<file path="config.mk">
export PLATFORM = sky130hd
export DESIGN_NAME = cpu_sequencer
export DESIGN_NICKNAME = d
export VERILOG_FILES = /design/src/rtl/cpu_sequencer.sv
export SDC_FILE = /design/constraint.sdc
export NUM_CORES = 1
export LEC_CHECK = 0
export ABC_AREA = 1
export CORE_AREA = 2 2 39 41
export DETAILED_ROUTE_END_ITERATION = 12
export DIE_AREA = 0 0 41 43
export GPL_ROUTABILITY_DRIVEN = 0
export PLACE_DENSITY = 0.7
export SLEW_MARGIN = 0
export SYNTH_ARGS = -nofsm -noshare
export SYNTH_HDL_FRONTEND = slang
export SYNTH_SLANG_ARGS = --single-unit
</file>
<file path="constraint.sdc">
create_clock -name clk -period 1.9 [get_ports clk]
set_input_delay 0.19 -clock clk [delete_from_list [all_inputs] [get_ports clk]]
set_output_delay 0.19 -clock clk [all_outputs]
set_load 0.005 [all_outputs]
</file>
<file path="src/rtl/cpu_sequencer.sv">
// cpu_sequencer: instruction-cycle controller for the 8-bit CPU.
// Steps an 8-phase fetch/execute sequence (INST_ADDR..STORE) and decodes
// the datapath strobes from the current phase, the IR opcode and the ALU
// zero flag. An HLT seen in OP_ADDR parks the sequencer in HALTED.
// Optional build macro CPU_SEQ_RESUME_EN adds a `resume` input that lets
// HALTED return to INST_ADDR; without it HALTED exits only through rst.
module cpu_sequencer #(
    parameter int unsigned PHASE_W = 3
) (
    input  logic               clk,
    input  logic               rst,
    input  logic [2:0]         opcode,
    input  logic               skz_zero,
`ifdef CPU_SEQ_RESUME_EN
    input  logic               resume,
`endif
    output logic               sel,
    output logic               rd,
    output logic               ld_ir,
    output logic               inc_pc,
    output logic               ld_pc,
    output logic               ld_ac,
    output logic               wr,
    output logic               data_e,
    output logic               halt,
    output logic [PHASE_W-1:0] phase
);

    typedef enum logic [3:0] {
        S_INST_ADDR  = 4'd0,
        S_INST_FETCH = 4'd1,
        S_INST_LOAD  = 4'd2,
        S_IDLE       = 4'd3,
        S_OP_ADDR    = 4'd4,
        S_OP_FETCH   = 4'd5,
        S_ALU_OP     = 4'd6,
        S_STORE      = 4'd7,
        S_HALTED     = 4'd8
    } state_e;

    typedef enum logic [2:0] {
        OP_HLT = 3'b000,
        OP_SKZ = 3'b001,
        OP_ADD = 3'b010,
        OP_AND = 3'b011,
        OP_XOR = 3'b100,
        OP_LDA = 3'b101,
        OP_STO = 3'b110,
        OP_JMP = 3'b111
    } opcode_e;

    state_e               state_q, state_d;
    logic [PHASE_W-1:0]   phase_q, phase_d;

    logic is_hlt, is_skz, is_sto, is_jmp, is_aluop;

    assign is_hlt   = (opcode == OP_HLT);
    assign is_skz   = (opcode == OP_SKZ);
    assign is_sto   = (opcode == OP_STO);
    assign is_jmp   = (opcode == OP_JMP);
    assign is_aluop = (opcode == OP_ADD) | (opcode == OP_AND) |
                      (opcode == OP_XOR) | (opcode == OP_LDA);

    // Next-state selection: one phase per clock, HLT diverts OP_ADDR to HALTED.
    always_comb begin
        state_d = state_q;
        case (state_q)
            S_INST_ADDR:  state_d = S_INST_FETCH;
            S_INST_FETCH: state_d = S_INST_LOAD;
            S_INST_LOAD:  state_d = S_IDLE;
            S_IDLE:       state_d = S_OP_ADDR;
            S_OP_ADDR:    state_d = is_hlt ? S_HALTED : S_OP_FETCH;
            S_OP_FETCH:   state_d = S_ALU_OP;
            S_ALU_OP:     state_d = S_STORE;
            S_STORE:      state_d = S_INST_ADDR;
            S_HALTED: begin
`ifdef CPU_SEQ_RESUME_EN
                state_d = resume ? S_INST_ADDR : S_HALTED;
`else
                state_d = S_HALTED;
`endif
            end
            default:      state_d = S_INST_ADDR;
        endcase
    end

    // Debug phase index follows the next state; HALTED reports phase 7.
    always_comb begin
        if (state_d == S_HALTED) begin
            phase_d = '1;
        end else begin
            phase_d = PHASE_W'(state_d);
        end
    end

    // State and phase registers; phase is registered so no input reaches it combinationally.
    always_ff @(posedge clk or posedge rst) begin
        if (rst) begin
            state_q <= S_INST_ADDR;
            phase_q <= '0;
        end else begin
            state_q <= state_d;
            phase_q <= phase_d;
        end
    end

    assign phase = phase_q;

    // Strobe decode from the state register plus opcode/skz_zero.
    always_comb begin
        sel    = 1'b0;
        rd     = 1'b0;
        ld_ir  = 1'b0;
        inc_pc = 1'b0;
        ld_pc  = 1'b0;
        ld_ac  = 1'b0;
        wr     = 1'b0;
        data_e = 1'b0;
        halt   = 1'b0;
        case (state_q)
            S_INST_ADDR: begin
                sel = 1'b1;
            end
            S_INST_FETCH: begin
                sel = 1'b1;
                rd  = 1'b1;
            end
            S_INST_LOAD, S_IDLE: begin
                sel   = 1'b1;
                rd    = 1'b1;
                ld_ir = 1'b1;
            end
            S_OP_ADDR: begin
                inc_pc = 1'b1;
                halt   = is_hlt;
            end
            S_OP_FETCH: begin
                rd = is_aluop;
            end
            S_ALU_OP: begin
                rd     = is_aluop;
                ld_ac  = is_aluop;
                inc_pc = is_skz & skz_zero;
                ld_pc  = is_jmp;
                data_e = is_sto;
            end
            S_STORE: begin
                rd     = is_aluop;
                ld_ac  = is_aluop;
                inc_pc = is_jmp;
                ld_pc  = is_jmp;
                wr     = is_sto;
                data_e = is_sto;
            end
            S_HALTED: begin
                halt = 1'b1;
            end
            default: begin
                sel = 1'b0;
            end
        endcase
    end

endmodule

</file>
==> impl_results.md <==
* Outcome: complete, no violations
* Row count at 14
* Largest area contributor in the netlist: dfrtp_1
* Worst reg2reg setup slack at 740 ps
* Clk_lat worst skew at 250 ps
* Flop pwr share at 29.6%
* Setup TNS at 0 ps
* First-pass GRT wire length at 1640 µm
* Post-placement setup slack at 97.2 ps
* Total Power at 961 µW
* FMAX at 556 MHz
* Endpoints failing hold at 0
* Post-synth net total at 71
* Peak VDD IR at 0.669 mV
* Worst-Margin Slew at 258 ps
* Synthesized flop and latch total at 7
* RR Startpoint: state_q[2]
* CP max stage delay at 520 ps
* Unique masters post-synth at 14
* Commonest non-fill, non-tap cell in the layout: clkdlybuf4s50_1
* DR pass1 iterations at 2
* IO buf count at 17
* Critical path required time at 1710 ps
* Final WS setup at about 100 ps
* Power Density at approximately 1400 nW/µm²
* Post-synthesis sequential area ratio at between 30 and 40%
* CP max FO at 6
* CP cell instances: nor2_4 -> nand2_1 -> nor3_1 -> clkdlybuf4s50_1
* Leakage at ~0.37 nW
* YS warnings at 0
* Number of clock sinks at 7
* Final Max Tran Viols at 0
* Starting density of the core at 32.2%
* CTS Buffer Depth at 2
* Internal at 582 µW
* Post-layout net count at 95
* Placed cells at 98
* Total number of vias at 470
* Clk slew on worst S/H paths at 50 ps
* Chip width at a little over 40 µm
* Post-DP HPWL at approximately 740 µm
* Max-cap violations at 0
* Crit end category: output pin
* Min-Delay Path Class: in -> async
* Initial DRC Count at 7
* Global route overflow at 0
* Startpoint types: flop
* Die Area at 1760 µm²
* Sw frac at 39.4%
* RSZ-0062 raised after global routing: false
* I/O Pins at 18
* Core Region at ~1400 µm²
* Commonest non-fill, non-tap cells in the layout: clkdlybuf4s50_1 (16), nand2_1 (14), inv_1 (12)
* Largest net degree at the start of global routing at 9
* H-tree levels at 1
* Net Sw Power at between 300 and 400 µW
* Final core occ at 50.2%
* Worst Reg-to-Reg Cells at 6
* Clk root buf: clkbuf_4
* Setup violators final at 0
* Antenna Nets Post-Route at 0
* Layout overhead on the synthesized area at 55.9%
* CTS Buf Count at 3
* Mapped cell area at 445 µm²
* Logic pwr share at 56.8%
* Max-slew headroom at 82.8%
* Gr usage total at 13.9%
* Mapped Cells at 65
* Worst Skew at 1.40 ps
* Critical path's slowest cell: clkdlybuf4s50_1
* Min Tclk post-route at 1800 ps
* Fin cells at ~100
* Vias in the first global route at 434
* Antenna violations before repair at 0
* Fraction of layout cells with a size suffix above 1 at 22.7%
* Drt drc at 0
* Die Ht at 43 µm
* Routed WL at 1020 µm
* Tcrit/Tclk final at 94.7%
* Clock power share at between 10 and 15%
* Drt wl/cell at 9.82 µm
* CTS tree: yes
* Diodes inserted at 0
* R2r endpoint: phase[2]
* Worst Path Arrival at 1610 ps
* Setup Crit Path Kind: reg -> out
* Synth top area share at 39.3%
* Vias/cell at between 4 and 5
* Synth area leaders: dfrtp_1 (39%), nand2_1 (12%), inv_1 (11%)
* Synth Area per Inst at between 6 and 7 µm²
[cells in the mapped netlist]
| master | count |
|---|---|
| nor3_1 | 4 |
| inv_2 | 2 |
| nand4_1 | 2 |
| nor2_1 | 8 |
| nor2_4 | 1 |
| buf_6 | 1 |
| inv_1 | 13 |
| nand2_1 | 14 |
| a211oi_1 | 1 |
| dfrtp_1 | 7 |
| a21oi_2 | 1 |
| nor2_2 | 1 |
| nand2_2 | 3 |
| nand3_1 | 7 |
[flip-flops by register name (all words and copies together), names as in the netlist]
name / cells
state_q: 4
phase: 3
[per-layer routing]
metal,share of wire (%),track usage [%],vias up
met5,0,0,-
met4,1.4,10.0,0
met3,3.0,3.14,2
met2,52,20.6,13
met1,43,16.7,207
li1,-,-,248
[power groups by stage]
| stage | registers, mW | logic, mW | clock network [mW] |
|---|---|---|---|
| detailed placement | 0.290 | 0.489 | 0 |
| finish | 0.284 | 0.546 | 0.131 |
| floorplan | 0.268 | 0.301 | 0 |
| global route | 0.293 | 0.608 | 0.150 |
| global placement | 0.291 | 0.485 | 0 |
| CTS | 0.293 | 0.497 | 0.138 |
[cell families after synthesis]
| group | count (synthesis) | synth area share [%] |
|---|---|---|
| buf+inv | 16 | 15.2 |
| flops | 7 | 39.3 |
| compound gates | 2 | 3.65 |
| simple gates | 40 | 41.9 |
[worst max-delay path by stage]
stage	startpoint	endpoint	slack, ps	depth (start not counted)
global placement	opcode[1]	rd	100	6
floorplan	state_q[1]	halt	780	6
finish	state_q[3]	ld_pc	100	4
global route	opcode[1]	inc_pc	2	7
CTS	state_q[1]	halt	20	6
detailed placement	opcode[2]	rd	100	6
[repair_timing]
item                                    4_1_cts  5_1_grt
cloned                                        0        0
hold buffers                                  0        0
setup buffers                                 0        2
endpoints found under the setup margin        2        3
pin swaps                                     0        1
resized for setup                             2        6
[worst max-delay path: cells and delay by family (launching register included)]
family | cells | cell delay (ps)
buffers and inverters | 1 | 520
DFF | 1 | 450
and+or+nand+nor | 3 | 400
[cell type report]
class,count,area (µm²)
fillers,143,689
multi-input cells,42,218
clock buffers,4,26.3
inverters,15,56.3
repair buffers,20,195
flip-flops and latches,7,179
well taps,16,20.0
[per-stage QoR]
stage	cell area, µm²	hold WS (ps)
after floorplan	445	-6.60
after global placement	632	435
final	694	163
after detailed placement	632	433
after global routing	694	201
after CTS	661	165
Note: power is estimated with default switching activity, not from simulation.
==> RTL edit 1: new RTL, config.mk and constraints unchanged <==
Set the parameter `PHASE_W` to 6 (it was 3).
--- a/src/rtl/cpu_sequencer.sv
+++ b/src/rtl/cpu_sequencer.sv
@@ -5,7 +5,7 @@
 // Optional build macro CPU_SEQ_RESUME_EN adds a `resume` input that lets
 // HALTED return to INST_ADDR; without it HALTED exits only through rst.
 module cpu_sequencer #(
-    parameter int unsigned PHASE_W = 3
+    parameter int unsigned PHASE_W = 6
 ) (
     input  logic               clk,
     input  logic               rst,
Ports: changed (resized phase); port bits go from 18 to 21. The function was not compared with the original's and may differ.
==> RTL edit 1 against the original RTL <==
Wire length increased by 3.6%. Register-to-register slack about the same. Area after synthesis increased by 15%. Setup slack got worse by 0.030 ns. Sequential cell count increased by 1. Final area increased by 14%. Synthesized cell count increased by 6.2%. Total power increased by 8.3%.
==> RTL edit 1: results (changes against the original RTL) <==
Parameter                              Value

Run status
  Run status ... completed

Place
  Total half-perimeter wirelength after legalization and detailed placement ... 861 um (+17%)
  Post-Place Cell Area ... 724 sq um (+15%)
  Port bufs ... 20 (+3)

Power
  Leakage ... 0.000443 uW (+20%)
  Peak supply drop ... 0.883 mV (+32%)

Final layout
  Number of flip-flops in the largest register ... 5 (+1)
  Proportion of layout cells with a drive suffix above 1 ... 0.274 (+0.0464)
  Net total in the final layout ... 103 (+8.4%)

Synth
  Nets in the synthesized netlist ... 75 (+5.6%)
  Sequential-to-total area share from yosys stat ... 0.391 (-0.00206)
  Top cells by area, synth ... sky130_fd_sc_hd__dfrtp_1 39%, sky130_fd_sc_hd__nand2_1 11%, sky130_fd_sc_hd__inv_1 10%

Global routing
  Global-route met3 utilization ... 0.0419 (+0.0105)
  Grt met1 use ... 0.148 (-0.0191)
  GRT Util Overall ... 0.138 (-0.000735)
  First-pass GRT wire length ... 1.56 mm (-4.6%)

Routing
  Vias per inst ... 4.41 (-2.3%)
  First-pass iteration count of the detailed router ... 4 (+2)
  Final wirelength ... 1.06 mm (+3.6%)
  Violation count after the first detailed-routing iteration ... 5 (-2)

Clocking
  Deepest clock path buffer count ... 2 (unchanged)

Setup path
  Top fanout value on the critical path ... 5 (-1)
  Maximum single-stage delay on the critical path ... 0.49 ns (-0.03 ns)
  Largest delay share family, worst path ... buffers and inverters

Timing
  Clock tree skew after final layout ... 0.00237 ns (+0.000964 ns)
## RTL edit 1: power by group
group,switching (uW),internal [uW]
Sequential,66.3,249
Clock,51.4,71.8
Combinational,297,305
Total,415,626
## RTL edit 1: path summary, 6_finish.rpt
kind	cells after the start	slack, ns	end	start
max	6	0.07	halt	phase[3]
max reg2reg	6	0.74	phase[2]	state_q[2]
min	2	0.17	phase[0]	rst
min in group clk	4	0.69	state_q[2]	state_q[0]
min reg2reg	4	0.69	state_q[2]	state_q[0]
max in group asynchronous	2	1.49	state_q[1]	rst
## RTL edit 1: per-layer routing
metal	up-vias	routed length, um
met5	-	0
met4	0	25
met3	4	80
met2	19	522
met1	207	430
li1	260	-
## RTL edit 1: metrics by stage
step                      utilization  instances  total power, uW  hold WS [ns]  worst slack [ns]
after floorplan                     -         69              624       0.00566             0.798
after global placement          0.524        104              863         0.452             0.107
after detailed placement        0.524        104              872         0.449            0.0838
after CTS                       0.542        107             1010         0.177           0.00920
after global routing            0.571        111             1130         0.194           0.00306
final                           0.571        111             1040         0.171            0.0702
## RTL edit 1: cell type report
class,instances,area [sq um]
clock buffers,3,22.5
fillers,139,593
inverters,17,63.8
multi-input cells,42,239
flip-flops and latches,8,205
well taps,16,20.0
repair buffers,25,240
## RTL edit 1: repair_timing
action	4_1_cts	5_1_grt
resized for setup	3	4
buffers inserted	0	4
hold buffers	0	0
setup endpoints to repair	3	4
pin swaps	0	1
## RTL edit 1: logic make-up after synthesis
group	synth area share
DFF	0.391
AOI/OAI and AO/OA	0.0465
buffers and inverters	0.154
and+or+nand+nor	0.408
==> RTL edit 2: new RTL, same flow settings <==
Without the edit above. Add an input register stage for `opcode` and `skz_zero`, cleared by the reset; this delays them by one clock.
--- a/src/rtl/cpu_sequencer.sv
+++ b/src/rtl/cpu_sequencer.sv
@@ -49,17 +49,30 @@
         OP_JMP = 3'b111
     } opcode_e;
 
+    logic [2:0] opcode_q;
+    logic skz_zero_q;
+
+    always_ff @(posedge clk or posedge rst) begin
+        if (rst) begin
+            opcode_q   <= '0;
+            skz_zero_q <= '0;
+        end else begin
+            opcode_q   <= opcode;
+            skz_zero_q <= skz_zero;
+        end
+    end
+
     state_e               state_q, state_d;
     logic [PHASE_W-1:0]   phase_q, phase_d;
 
     logic is_hlt, is_skz, is_sto, is_jmp, is_aluop;
 
-    assign is_hlt   = (opcode == OP_HLT);
-    assign is_skz   = (opcode == OP_SKZ);
-    assign is_sto   = (opcode == OP_STO);
-    assign is_jmp   = (opcode == OP_JMP);
-    assign is_aluop = (opcode == OP_ADD) | (opcode == OP_AND) |
-                      (opcode == OP_XOR) | (opcode == OP_LDA);
+    assign is_hlt   = (opcode_q == OP_HLT);
+    assign is_skz   = (opcode_q == OP_SKZ);
+    assign is_sto   = (opcode_q == OP_STO);
+    assign is_jmp   = (opcode_q == OP_JMP);
+    assign is_aluop = (opcode_q == OP_ADD) | (opcode_q == OP_AND) |
+                      (opcode_q == OP_XOR) | (opcode_q == OP_LDA);
 
     // Next-state selection: one phase per clock, HLT diverts OP_ADDR to HALTED.
     always_comb begin
@@ -140,7 +153,7 @@
             S_ALU_OP: begin
                 rd     = is_aluop;
                 ld_ac  = is_aluop;
-                inc_pc = is_skz & skz_zero;
+                inc_pc = is_skz & skz_zero_q;
                 ld_pc  = is_jmp;
                 data_e = is_sto;
             end
Formal check against the unedited RTL: not equivalent (a bounded check fails within 10 cycles, from zero or initial values and one cycle with rst high).
==> RTL edit 2 against the original RTL <==
Wire length is 7.1% higher. Critical path depth stayed put. First-iteration DRC count is 100% higher. Final area is 13% higher. Total power is 12% higher. Setup slack worse by 0.0062 ns. Sequential cell count is 4 higher. Area after synthesis is 17% higher. Critical endpoint unchanged. Largest cell class is now registers. Highest routed layer unchanged.
==> RTL edit 2: results (changes against the original RTL) <==
Parameter                              Value

Global routing
  GRT Util Overall ... 0.160 (+0.0204)
  Via count of the first global-routing pass ... 448 (+3.2%)
  Number of antenna violations at the first check in global routing ... 0 (unchanged)
  First-pass GRT wire length ... 1.84 mm (+12%)
  Pin count of the biggest net entering global routing ... 12 (+3)

Run status
  Run status ... completed

Synth
  Leading register cell type out of synthesis ... sky130_fd_sc_hd__dfrtp_1
  Nets in the synthesized netlist ... 72 (+1.4%)
  Sequential-to-total area share from yosys stat ... 0.529 (+0.136)
  Post-synth top cells ... 11 x sky130_fd_sc_hd__dfrtp_1, 11 x sky130_fd_sc_hd__nand2_1, 11 x sky130_fd_sc_hd__nor2_1, 10 x sky130_fd_sc_hd__inv_1, 7 x sky130_fd_sc_hd__nand3_1
  Top cells by area, synth ... sky130_fd_sc_hd__dfrtp_1 53%, sky130_fd_sc_hd__nand2_1 7.9%, sky130_fd_sc_hd__nor2_1 7.9%
  Number of unique standard cell types used by synthesis ... 13 (-1)

Final layout
  Register bank with the most flops ... state_q
  Net total in the final layout ... 97 (+2.1%)
  Antenna fix cells ... 0 (unchanged)
  Proportion of layout cells with a drive suffix above 1 ... 0.233 (+0.00606)

Routing
  First-pass iteration count of the detailed router ... 4 (+2)
  Violation count after the first detailed-routing iteration ... 14 (+7)
  WL/cell ... 10.3 um (+5.0%)
  Met1 WL ... 468 um (+6.4%)
  Total via count after detailed routing ... 495 (+5.3%)
  Met3 layer wire length in the routed design ... 57 um (+84%)
  Length of routed met2 wiring ... 538 um (+0.75%)

Place
  Total half-perimeter wirelength after legalization and detailed placement ... 779 um (+5.9%)
  Port bufs ... 17 (unchanged)

Timing
  Clock tree skew after final layout ... 0.00173 ns (+0.000323 ns)
  Relative slew margins ... 0.740 (-0.0873)

Hold path
  Worst hold-check path type ... input pin to asynchronous set/reset pin

Power
  Leakage ... 0.000427 uW (+16%)
  Peak supply drop ... 0.640 mV (-4.4%)

Setup path
  Arrival time at the worst endpoint ... 1.62 ns
  Top fanout value on the critical path ... 5 (-1)

Clocking
  Clock tree root driver cell ... sky130_fd_sc_hd__clkbuf_4
==> RTL edit 2: cell types whose count changed after synthesis, moves of 2 or more <==
| cell | change |
|---|---|
| sky130_fd_sc_hd__dfrtp_1 | +4 |
| sky130_fd_sc_hd__inv_1 | -3 |
| sky130_fd_sc_hd__nand2_1 | -3 |
| sky130_fd_sc_hd__nor2_1 | +3 |
| sky130_fd_sc_hd__nor2_2 | +2 |
==> RTL edit 2: critical path, stage by stage, from the launching register on <==
cell and delay, ns:
sky130_fd_sc_hd__dfrtp_2 0.44, sky130_fd_sc_hd__nor2_4 0.15, sky130_fd_sc_hd__nand2_2 0.09, sky130_fd_sc_hd__nor3_1 0.14, sky130_fd_sc_hd__clkdlybuf4s50_1 0.53
==> RTL edit 2: where the power goes <==
group	total [uW]	switching, uW	internal, uW
clock	152	70.5	81.2
sequential	376	62.9	314
combinational	543	263	280
==> RTL edit 2: layout make-up <==
type,instances,area (sq um)
clock buffers,4,26.3
fillers,152,599
inverters,13,48.8
multi-input cells,42,213
flip-flops and latches,11,279
well taps,16,20.0
repair buffers,20,198
==> RTL edit 2: cell families (layout without fill, tap and decap cells) <==
kind of cell           after synthesis  after routing  synth area share
AOI/OAI and AO/OA                    2              2            0.0192
DFF                                 11             11             0.529
and+or+nand+nor                     40             40             0.358
buffers and inverters               13             37            0.0938
==> RTL edit 2: final timing paths <==
| kind | from | end | depth (start not counted) | slack [ns] |
|---|---|---|---|---|
| setup / recovery | state_q[3] | ld_pc | 4 | 0.09 |
| max in group asynchronous | rst | state_q[1] | 2 | 1.39 |
| hold reg to reg | opcode_q[0] | state_q[2] | 4 | 0.65 |
| hold / removal | rst | phase[0] | 2 | 0.21 |
| setup reg to reg | state_q[1] | phase[2] | 6 | 0.85 |
| min in group clk | skz_zero | skz_zero_q | 1 | 0.36 |
==> RTL edit 2: metrics by stage <==
stage               cell area, sq um  setup slack [ns]  cells
detailed placement               711             0.244     99
CTS                              749            0.0109    104
floorplan                        520             0.835     66
finish                           785            0.0938    106
global route                     785            0.0129    106
global placement                 711             0.218     99
==> RTL edit 2: per-layer routing <==
layer,GRT usage,vias to the layer above
met3,0.0314,6
met5,0,-
met1,0.219,215
met2,0.213,22
li1,-,252
met4,0.120,0
==> RTL edit 2: timing repair <==
| item | in CTS | in global routing |
|---|---|---|
| endpoints found under the setup margin | 1 | 6 |
| resized for setup | 1 | 8 |
| hold endpoints to repair | 0 | 0 |
| setup buffers | 1 | 2 |
| gates cloned | 0 | 0 |
| pin swaps | 0 | 3 |
